**config.mk**
```make
export PLATFORM = sky130hd
export DESIGN_NAME = dmem_access_ctrl
export DESIGN_NICKNAME = d
export VERILOG_FILES = /design/src/rtl/dmem_ctrl_pkg.sv /design/src/rtl/dmem_lane_align.sv /design/src/rtl/dmem_access_ctrl.sv
export SDC_FILE = /design/constraint.sdc
export NUM_CORES = 1
export LEC_CHECK = 0
export CORE_UTILIZATION = 42
export DETAILED_ROUTE_END_ITERATION = 6
export GPL_TIMING_DRIVEN = 0
export PLACE_DENSITY = 0.83
export SLEW_MARGIN = 20
export SYNTH_ARGS = -nofsm -noshare
export SYNTH_HDL_FRONTEND = slang
export SYNTH_SLANG_ARGS = --single-unit
```
**constraint.sdc**
```tcl
create_clock -name clk -period 3.3 [get_ports clk]
set_input_delay 0.33 -clock clk [delete_from_list [all_inputs] [get_ports clk]]
set_output_delay 0.33 -clock clk [all_outputs]
set_load 0.005 [all_outputs]
```
**src/rtl/dmem_ctrl_pkg.sv**
```systemverilog
// dmem_ctrl_pkg
// Shared definitions for the DMem access controller: request size encoding,
// controller state enum and the default DMem depth.
// Optional build macro used by the controller: DMEM_MISALIGN_TRAP_EN.
package dmem_ctrl_pkg;

  localparam logic [1:0] SIZE_BYTE = 2'b00;
  localparam logic [1:0] SIZE_HALF = 2'b01;
  localparam logic [1:0] SIZE_WORD = 2'b10;
  localparam logic [1:0] SIZE_ILL  = 2'b11;

  localparam int DMEM_DEPTH_WORDS = 32;

  typedef enum logic [2:0] {
    ST_IDLE   = 3'd0,
    ST_RD     = 3'd1,
    ST_WR     = 3'd2,
    ST_RMW_RD = 3'd3,
    ST_RMW_WR = 3'd4,
    ST_RESP   = 3'd5
  } state_t;

endpackage

```
**src/rtl/dmem_lane_align.sv**
```systemverilog
// dmem_lane_align
// Combinational little-endian lane logic for sub-word accesses.
//   word       : 32-bit word read from DMem
//   offset     : byte offset within the word (already alignment-adjusted)
//   size       : access size (byte/half/word)
//   uns        : 1 = zero-extend loads, 0 = sign-extend
//   store_data : right-aligned store data (only the low half is ever merged)
//   load_data  : extracted and extended load value
//   merge_data : word with the target lane replaced by store data
module dmem_lane_align
  import dmem_ctrl_pkg::*;
(
  input  logic [31:0] word,
  input  logic [1:0]  offset,
  input  logic [1:0]  size,
  input  logic        uns,
  input  logic [15:0] store_data,
  output logic [31:0] load_data,
  output logic [31:0] merge_data
);

  logic [4:0]  bsh;
  logic [4:0]  hsh;
  logic [7:0]  byte_sel;
  logic [15:0] half_sel;

  always_comb begin
    bsh        = {offset, 3'b000};
    hsh        = {offset[1], 4'b0000};
    byte_sel   = word[bsh +: 8];
    half_sel   = word[hsh +: 16];
    load_data  = word;
    merge_data = word;
    case (size)
      SIZE_BYTE: begin
        load_data  = uns ? {24'h0, byte_sel} : {{24{byte_sel[7]}}, byte_sel};
        merge_data = (word & ~(32'h0000_00FF << bsh)) |
                     ({24'h0, store_data[7:0]} << bsh);
      end
      SIZE_HALF: begin
        load_data  = uns ? {16'h0, half_sel} : {{16{half_sel[15]}}, half_sel};
        merge_data = (word & ~(32'h0000_FFFF << hsh)) |
                     ({16'h0, store_data} << hsh);
      end
      default: ;
    endcase
  end

endmodule

```
**src/rtl/dmem_access_ctrl.sv**
```systemverilog
// dmem_access_ctrl
// Memory-stage controller in front of a word-wide DMem. Accepts load/store
// requests on a valid/ready handshake, converts byte addresses to word
// indices, extends sub-word loads and performs sub-word stores as
// read-modify-write. All DMem control outputs are registered.
// Ports:
//   clk, rst                       : clock, async active-high reset
//   req_valid/req_ready            : request handshake
//   req_we, req_size, req_unsigned : request type, size, load extension
//   req_addr, req_wdata            : byte address, right-aligned store data
//   resp_valid/resp_ready          : response handshake
//   resp_rdata, resp_err           : load data (0 for stores/errors), error
//   Ewr, Erd, Addr, RDir, MOut     : DMem write/read enable, word index,
//                                    write data, read data
// Build macro: DMEM_MISALIGN_TRAP_EN - when defined, misaligned half/word
// accesses are errors; otherwise the low address bits are ignored.
//
// state  | meaning
// IDLE   | ready for a request
// RD     | Erd high, capture and extend the load lane
// WR     | Ewr high, full-word store
// RMW_RD | Erd high, read word and build the merged store word
// RMW_WR | Ewr high, write the merged word
// RESP   | resp_valid held until resp_ready
module dmem_access_ctrl
  import dmem_ctrl_pkg::*;
#(
  parameter int DEPTH_WORDS = DMEM_DEPTH_WORDS
) (
  input  logic        clk,
  input  logic        rst,
  input  logic        req_valid,
  output logic        req_ready,
  input  logic        req_we,
  input  logic [1:0]  req_size,
  input  logic        req_unsigned,
  input  logic [31:0] req_addr,
  input  logic [31:0] req_wdata,
  output logic        resp_valid,
  input  logic        resp_ready,
  output logic [31:0] resp_rdata,
  output logic        resp_err,
  output logic        Ewr,
  output logic        Erd,
  output logic [31:0] Addr,
  output logic [31:0] RDir,
  input  logic [31:0] MOut
);

  state_t      state;
  logic [1:0]  size_q;
  logic [1:0]  off_q;
  logic        uns_q;
  logic [15:0] wdata_q;

  logic        out_of_range;
  logic        misalign;
  logic        req_err;
  logic [1:0]  off_eff;
  logic [31:0] load_data;
  logic [31:0] merge_data;

  always_comb begin
    out_of_range = ({2'b00, req_addr[31:2]} >= 32'(DEPTH_WORDS));
`ifdef DMEM_MISALIGN_TRAP_EN
    case (req_size)
      SIZE_HALF: misalign = req_addr[0];
      SIZE_WORD: misalign = (req_addr[1:0] != 2'b00);
      default:   misalign = 1'b0;
    endcase
`else
    misalign = 1'b0;
`endif
    req_err = (req_size == SIZE_ILL) || out_of_range || misalign;
    // Below-alignment bits are dropped so lane selection stays natural.
    case (req_size)
      SIZE_BYTE: off_eff = req_addr[1:0];
      SIZE_HALF: off_eff = {req_addr[1], 1'b0};
      default:   off_eff = 2'b00;
    endcase
  end

  dmem_lane_align u_lane_align (
    .word       (MOut),
    .offset     (off_q),
    .size       (size_q),
    .uns        (uns_q),
    .store_data (wdata_q),
    .load_data  (load_data),
    .merge_data (merge_data)
  );

  always_ff @(posedge clk or posedge rst) begin
    if (rst) begin
      state      <= ST_IDLE;
      size_q     <= SIZE_BYTE;
      off_q      <= 2'b00;
      uns_q      <= 1'b0;
      wdata_q    <= '0;
      req_ready  <= 1'b1;
      resp_valid <= 1'b0;
      resp_rdata <= '0;
      resp_err   <= 1'b0;
      Ewr        <= 1'b0;
      Erd        <= 1'b0;
      Addr       <= '0;
      RDir       <= '0;
    end else begin
      case (state)
        ST_IDLE: begin
          if (req_valid) begin
            size_q     <= req_size;
            off_q      <= off_eff;
            uns_q      <= req_unsigned;
            wdata_q    <= req_wdata[15:0];
            req_ready  <= 1'b0;
            resp_rdata <= '0;
            resp_err   <= 1'b0;
            if (req_err) begin
              resp_valid <= 1'b1;
              resp_err   <= 1'b1;
              state      <= ST_RESP;
            end else begin
              Addr <= {2'b00, req_addr[31:2]};
              if (!req_we) begin
                Erd   <= 1'b1;
                state <= ST_RD;
              end else if (req_size == SIZE_WORD) begin
                Ewr   <= 1'b1;
                RDir  <= req_wdata;
                state <= ST_WR;
              end else begin
                Erd   <= 1'b1;
                state <= ST_RMW_RD;
              end
            end
          end
        end
        ST_RD: begin
          Erd        <= 1'b0;
          resp_rdata <= load_data;
          resp_valid <= 1'b1;
          state      <= ST_RESP;
        end
        ST_WR: begin
          Ewr        <= 1'b0;
          resp_valid <= 1'b1;
          state      <= ST_RESP;
        end
        ST_RMW_RD: begin
          // RDir doubles as the merge buffer so it is stable through RMW_WR.
          Erd   <= 1'b0;
          Ewr   <= 1'b1;
          RDir  <= merge_data;
          state <= ST_RMW_WR;
        end
        ST_RMW_WR: begin
          Ewr        <= 1'b0;
          resp_valid <= 1'b1;
          state      <= ST_RESP;
        end
        ST_RESP: begin
          if (resp_ready) begin
            resp_valid <= 1'b0;
            resp_rdata <= '0;
            resp_err   <= 1'b0;
            req_ready  <= 1'b1;
            state      <= ST_IDLE;
          end
        end
        default: begin
          Ewr       <= 1'b0;
          Erd       <= 1'b0;
          req_ready <= 1'b1;
          state     <= ST_IDLE;
        end
      endcase
    end
  end

endmodule

```
==> results of run 1 <==
==> cell usage after synthesis (all sizes together), types with 15 or more instances <==
| master | count | share of area, % |
|---|---|---|
| dfrtp | 122 | 51 |
| nand2 | 72 | 4.5 |
| o21ai | 50 | 4.2 |
| clkbuf | 31 | 1.9 |
| mux2i | 30 | 5.0 |
| a21oi | 28 | 2.3 |
| nor2b | 28 | 2.9 |
| mux2 | 24 | 4.5 |
| buf | 19 | 1.8 |
| nand3 | 19 | 1.6 |
| a31oi | 18 | 1.9 |
| a221o | 17 | 2.8 |
| a22oi | 17 | 2.1 |
| inv | 15 | 0.93 |
==> flip-flops by register name, indices dropped and copies added, names as in the netlist, 2 cells and up <==
name / cells
Addr: 30
off_q: 2
size_q: 2
state: 3
RDir: 32
wdata_q: 16
resp_rdata: 32
==> worst max-delay path, delay by kind of cell <==
kind	cells	cell delay, ns
and+or+nand+nor	2	0.90
buffers and inverters	2	0.97
AOI/OAI and AO/OA	3	0.69
==> power groups by stage <==
stage                     registers, mW  clock network (mW)  logic (mW)
after global placement             2.08                   0        2.04
after detailed placement           2.09                   0        2.08
after floorplan                    2.02                   0        1.26
final                              2.08                1.89        2.12
after global routing               2.11                1.98        2.29
after CTS                          2.07                1.91        2.09
==> metal layers <==
layer / GRT usage, % / vias up / share of wire [%]
met1: 35.9 / 2799 / 42
met3: 6.51 / 47 / 9.0
met5: 0 / - / 0
met4: 14.3 / 0 / 3.4
met2: 40.7 / 325 / 46
li1: - / 2645 / -
==> layout make-up <==
type | count | area, um2 | area share, %
clock buffer | 18 | 439 | 4.87
tap | 180 | 225 | 2.50
multi-input combinational | 399 | 2670 | 29.6
buffer | 50 | 224 | 2.49
sequential | 123 | 3080 | 34.2
timing repair buffer | 207 | 2150 | 23.9
inverter | 15 | 60.1 | 0.667
clock inverter | 14 | 160 | 1.78
==> cells in the final DEF, fill, tap and decap left out, types with 7 or more instances in the layout <==
cell	netlist	layout
clkdlybuf4s50_1	0	202
dfrtp_1	122	122
nand2_1	71	71
o21ai_0	48	48
clkbuf_1	31	31
mux2i_1	30	30
nor2b_1	28	28
a21oi_1	28	28
mux2_2	24	24
nand3_1	19	19
a31oi_1	18	18
a221o_1	17	17
a22oi_1	17	17
clkbuf_16	0	17
inv_1	14	13
buf_2	11	11
a211oi_1	9	9
a221oi_1	9	9
nor2_1	8	8
and3_1	8	8
a2111oi_0	8	8
a222oi_1	7	7
a2bb2oi_1	7	7
==> path summary, 6_finish.rpt <==
path                                                start                         end  slack, ns  cells past startpoint
min in group clk                resp_rdata[5]$_DFFE_PP0P_   resp_rdata[5]$_DFFE_PP0P_       0.48                      2
worst min register to register  resp_rdata[5]$_DFFE_PP0P_   resp_rdata[5]$_DFFE_PP0P_       0.48                      2
worst max-delay path                          req_size[1]        RDir[18]$_DFFE_PP0P_       0.75                      7
max in group asynchronous                             rst      wdata_q[9]$_DFFE_PP0P_       1.97                      6
worst min-delay path                                  rst  resp_rdata[31]$_DFFE_PP0P_       0.28                      2
worst max register to register       state[1]$_DFFE_PP0P_        RDir[18]$_DFFE_PP0P_       0.85                      7
==> cells by family after synthesis <==
| family | count (synthesis) | synth area share, % |
|---|---|---|
| AO/OA/AOI/OAI | 183 | 21.1 |
| buffers and inverters | 65 | 4.65 |
| flip-flops | 123 | 51.1 |
| multiplexers | 55 | 9.84 |
| other | 1 | 0.0622 |
| AND/OR/NAND/NOR | 159 | 13.3 |
==> metrics by stage <==
stage,cell area [um2],std cells,worst slack [ns]
CTS,9010,1006,0.752
detailed placement,8410,974,0.372
global route,9010,1006,0.488
finish,9010,1006,0.755
floorplan,6030,587,1.34
global placement,8280,969,0.260
==> qor.yml, run 1 <==
status:
  run_status: "finished clean"
layout:
  layout_cells_sized_above_1_pct: 10.4
  fill_cells: 1094
  nets_finish: 917
  n_antenna_cell: 0
  area_growth_syn_to_layout_pct: 49.5
  fin_util_pct: 64.7
clocking:
  clk_transition_reported_paths_ns: 0.06
  cts.repair.resized: 0
  holdBufCountCts: 0
  cts-buffers-inserted: 17
  cts.sinks: 123
  worst_skew_pair.late_latency_ns: 0.42
  cts-htree-levels: 4
  ctsRootBufferMaster: "clkbuf_16"
  postCtsSetupRepairBufs: 0
  cts_buffer_depth: 2
  cts_tree: "done"
logic_synthesis:
  yosysWarningCount: 0
  postSynthRegisterBits: 123
  proportion_of_synthesized_chip_area_in_sequential_cells_pct: 51.1
  fraction_of_synthesis_flops_using_an_asynchronous_set_or_reset_pin_pct: 100
  post_synth_inst_count: 586
  synth_top_flop_cell: "dfrtp_1"
  synth-edff-count: 0
  mapped_cell_area_um2: 6030
  number_of_different_library_cells_in_the_post_synthesis_netlist: 51
  synth.avg_cell_area_um2: 10.3
critical_path:
  critPathArrivalTime_ns: 2.88
  worstSetupPathType: "primary input to flop"
  timing.critical_path.fanout_max: 10
  critPathLaunchType: "primary input"
  cp.required_ns: 3.63
  cp_cell_sequence: "clkdlybuf4s50_1 > a211oi_1 > nand4_1 > nor4b_2 > clkbuf_1 > a31oi_1 > a22oi_1"
  critical-path-max-stage-delay_ns: 0.68
  crit_path_end_kind: "flop"
  slowest_stage: "nor4b_2"
timing:
  max_slew_margin_pct: 31.9
  timing.final.crit_period_ns: 2.55
  final_count_of_negative_setup_slack_endpoints: 0
  rsz0062_at_grt: "no"
  min_period_over_period_pct: 77.1
  hold_violations: 0
  maxClockFrequency_ghz: 0.393
  fin_tns_setup_ns: 0
  timing_worst_slew_pin_value_ns: 0.996
  maxSlewViolCount: 0
  fin_worst_hold_slack_ns: 0.281
  clock_skew_ns: 0.0107
drt:
  routedWlPerCell_um: 19.2
  detailedRoute.firstPassIterationCount: 6
  route.detailed.drc: 0
  drt.antenna.violating_nets: 0
  vias: 5816
  postRouteWirelength_um: 19300
  detail_route.iter0.violations: 442
  drt-vias-per-instance: 5.78
place:
  place_hpwl_um: 14700
  numPortBuffers: 202
  finalWeightedCongestion: 0.925
pwr:
  seq_power_share_pct: 34.1
  comb_power_share_pct: 34.8
  netSwitchingFraction_pct: 35.0
  total_switching_power_mw: 2.13
  cellInternalPower_mw: 3.96
  p_leak_nw: 3.87
  share_clk_of_total_power_pct: 31.0
  peakVddDrop_uv: 334
  power.density_nw_per_um2: 676
  total_power_mw: 6.09
floorplanning:
  die_width_um: 122
  fp.dieArea_um2: 14800
  num_io_pins: 205
  row_count: 43
  coreArea_um2: 13900
  die_y_um: 122
  initial_utilization_pct: 43.2
global_route:
  grt_antenna_before_repair: 0
  first_global_vias: 5523
  groute.usage.overall_pct: 27.0
  maximum_number_of_pins_on_one_net_before_global_route_repair: 25
  grt.overflow.total: 0
  grt_pass1_wl_um: 29800
worst_hold_path:
  min_path_type: "primary input to asynchronous set/reset pin"
flow_run:
  timing.max_cap.violations: 0
No activity file was read; power rests on OpenSTA's default activity.
==> run 2: changes to the inputs <==
CORE_UTILIZATION = 46   (was 42)
PLACE_DENSITY = 0.86   (was 0.83)
clock period = 2.4 ns   (was 3.3 ns; I/O delays follow)
==> qor.yml, run 2 (same netlist as run 1, synthesis figures left out) <==
floorplanning:
  num_io_pins: 205  # unchanged
  die_width_um: 116  # -4.4%
  die_y_um: 116  # -4.4%
  fp.dieArea_um2: 13600  # -8.6%
  coreArea_um2: 12700  # -9.1%
  initial_utilization_pct: 47.6  # +4.3 points
  row_count: 41  # -4.7%
critical_path:
  cp.required_ns: 2.69  # -0.94 ns
  crit_path_end_kind: "flop"
  reg2reg_to: "RDir[23]$_DFFE_PP0P_"
  critical_path_buf_inv_count: 3  # +1
  critical-path-max-stage-delay_ns: 0.35  # -0.33 ns
  worstSetupPathType: "flop to flop"
  worstReg2RegStart: "size_q[1]$_DFFE_PP0P_"
  slowest_stage: "dfrtp_1"
  cp_cell_sequence: "buf_2 > inv_1 > nand2_1 > nor2_2 > buf_2 > mux2i_1 > a22oi_1"
  timing.critical_path.fanout_max: 10  # unchanged
  path_common_cell: "buf_2"
  critical-path-top-delay-family: "buffers and inverters"
  r2r_setup_slack_ns: 0.13  # -0.72 ns
  critPathLaunchType: "flop"
  critPathArrivalTime_ns: 2.56  # -0.32 ns
  rr_worst_depth: 7  # unchanged
clocking:
  cts_tree: "done"
  worst_skew_pair.late_latency_ns: 0.44  # +0.02 ns
  cts.sinks: 123  # unchanged
  ctsRootBufferMaster: "clkbuf_16"
  cts_buffer_depth: 2  # unchanged
  cts-buffers-inserted: 17  # unchanged
  clk_transition_reported_paths_ns: 0.06  # about the same
  cts-htree-levels: 4  # unchanged
  postCtsSetupRepairBufs: 0  # unchanged
layout:
  fin_util_pct: 70.7  # +6.1 points
  registers_with_the_most_flip_flops: "RDir: 32 flops, resp_rdata: 32 flops, Addr: 30 flops"
  multiInputGateArea_um2: 2690  # +0.80%
  mostFrequentLayoutCell: "clkdlybuf4s50_1"
  seqCellArea_um2: 3080  # unchanged
  design_area_um2: 8960  # -0.54%
  n_antenna_cell: 0  # unchanged
  layout_cells_sized_above_1_pct: 11.2  # +0.74 points
  final_cell_mix: "clkdlybuf4s50_1, dfrtp_1, nand2_1, o21ai_0, mux2i_1"
  fill_cells: 913  # -17%
  nets_finish: 916  # -0.11%
  area_growth_syn_to_layout_pct: 48.7
timing:
  min_period_over_period_pct: 94.7
  finalWorstSetupSlack_ns: 0.128  # -0.627 ns
  final_count_of_negative_setup_slack_endpoints: 0  # unchanged
  timing_worst_slew_pin_value_ns: 0.983  # -0.0132 ns
  clock_skew_ns: 0.00811  # -0.00258 ns
  hold_violations: 0  # unchanged
  fin_worst_hold_slack_ns: 0.124  # -0.157 ns
  rsz0062_at_grt: "yes"
  maxClockFrequency_ghz: 0.440
  maxSlewViolCount: 0  # unchanged
  max_slew_margin_pct: 34.0  # +2.2 points
  timing.final.crit_period_ns: 2.27
  fin_tns_setup_ns: 0  # unchanged
drt:
  detail_route.iter0.violations: 656  # +48%
  routedWlPerCell_um: 20.8  # +8.4%
  postRouteWirelength_um: 20800  # +7.5%
  detailedRoute.firstPassIterationCount: 5  # -1
  drt.antenna.violating_nets: 0  # unchanged
  vias: 5990  # +3.0%
  drt-vias-per-instance: 6.01  # +3.9%
  route.detailed.drc: 0  # unchanged
place:
  numPortBuffers: 202  # unchanged
  finalWeightedCongestion: 0.889  # -3.9%
  place_hpwl_um: 15600  # +6.0%
  pre_cts_slack_ns: -0.354  # -0.725 ns
  dpl-instance-area_um2: 8360  # -0.62%
pwr:
  peakVddDrop_uv: 577  # +72%
  p_leak_nw: 3.87  # about the same
  power.density_nw_per_um2: 936  # +39%
flow_run:
  timing.max_cap.violations: 0  # unchanged
global_route:
  first_global_vias: 6083  # +10%
  grt_antenna_before_repair: 0  # unchanged
  grt.overflow.total: 0  # unchanged
  grt_pass1_wl_um: 31600  # +5.9%
  maximum_number_of_pins_on_one_net_before_global_route_repair: 38  # +52%
  groute.usage.overall_pct: 31.6  # +4.6 points
status:
  run_status: "finished clean"
worst_hold_path:
  min_path_type: "primary input to asynchronous set/reset pin"
run 2: cell count changes in the layout (fill, tap and decap cells not counted), moves of 2 or more:
cell      delta
nor2_2       +3
clkinv_4     +2
clkbuf_2     +3
buf_12       +2
buf_16       -3
nor2_1       -3
clkbuf_1     -3
run 2: per-layer routing:
metal	share of wire, %	wire [um]	up-vias	track usage (%)
met5	0	0	-	0
li1	-	-	2633	-
met1	38	7920	2923	38.8
met3	9.3	1940	62	7.99
met4	3.9	801	0	15.3
met2	49	10100	372	52.0
run 2: how the worst max path moves through the flow:
| stage | from | to | slack, ns | cells past startpoint |
|---|---|---|---|---|
| after global placement | rst | RDir[29]$_DFFE_PP0P_ | -0.37 | 2 |
| after CTS | state[1]$_DFFE_PP0P_ | RDir[20]$_DFFE_PP0P_ | 0.04 | 7 |
| final | size_q[1]$_DFFE_PP0P_ | RDir[23]$_DFFE_PP0P_ | 0.13 | 7 |
| after floorplan | state[1]$_DFFE_PP0P_ | RDir[24]$_DFFE_PP0P_ | 0.44 | 8 |
| after global routing | off_q[1]$_DFFE_PP0P_ | RDir[15]$_DFFE_PP0P_ | -0.001 | 6 |
| after detailed placement | req_size[0] | Addr[16]$_DFFE_PP0P_ | -0.35 | 7 |
run 2: report_power, final:
part | switching [mW] | internal [mW] | total (mW)
Clock | 1.03 | 1.47 | 2.50
Combinational | 1.65 | 1.38 | 3.03
Sequential | 0.369 | 2.49 | 2.86
run 2: timing repair:
| item | in CTS | in global routing |
|---|---|---|
| endpoints found under the setup margin | 1 | 34 |
| pin swaps | 0 | 0 |
| gates resized for setup | 1 | 9 |
| hold buffers | 0 | 0 |
| endpoints found under the hold margin | 0 | 0 |
run 2: cell type report:
| cell class | count | area share [%] |
|---|---|---|
| sequential | 123 | 34.4 |
| timing repair buffer | 206 | 23.5 |
| multi-input combinational | 399 | 30.0 |
| tap | 172 | 2.40 |
| clock buffer | 18 | 4.90 |
| buffer | 50 | 2.54 |
| inverter | 15 | 0.670 |
| clock inverter | 14 | 1.55 |
run 2: worst reg2reg max path, delay by kind of cell (launching register included):
kind                   cells  cell delay [ns]
buffers and inverters      3             0.74
and+or+nand+nor            2             0.60
AOI/OAI and AO/OA          1             0.12
DFF                        1             0.35
muxes                      1             0.32
run 2: per-stage QoR:
step / cells / power (mW)
2_1_floorplan: 587 / 4.50
3_3_place_gp: 961 / 5.68
3_5_place_dp: 965 / 5.80
4_1_cts: 997 / 8.30
5_1_grt: 997 / 8.77
6_report: 997 / 8.39
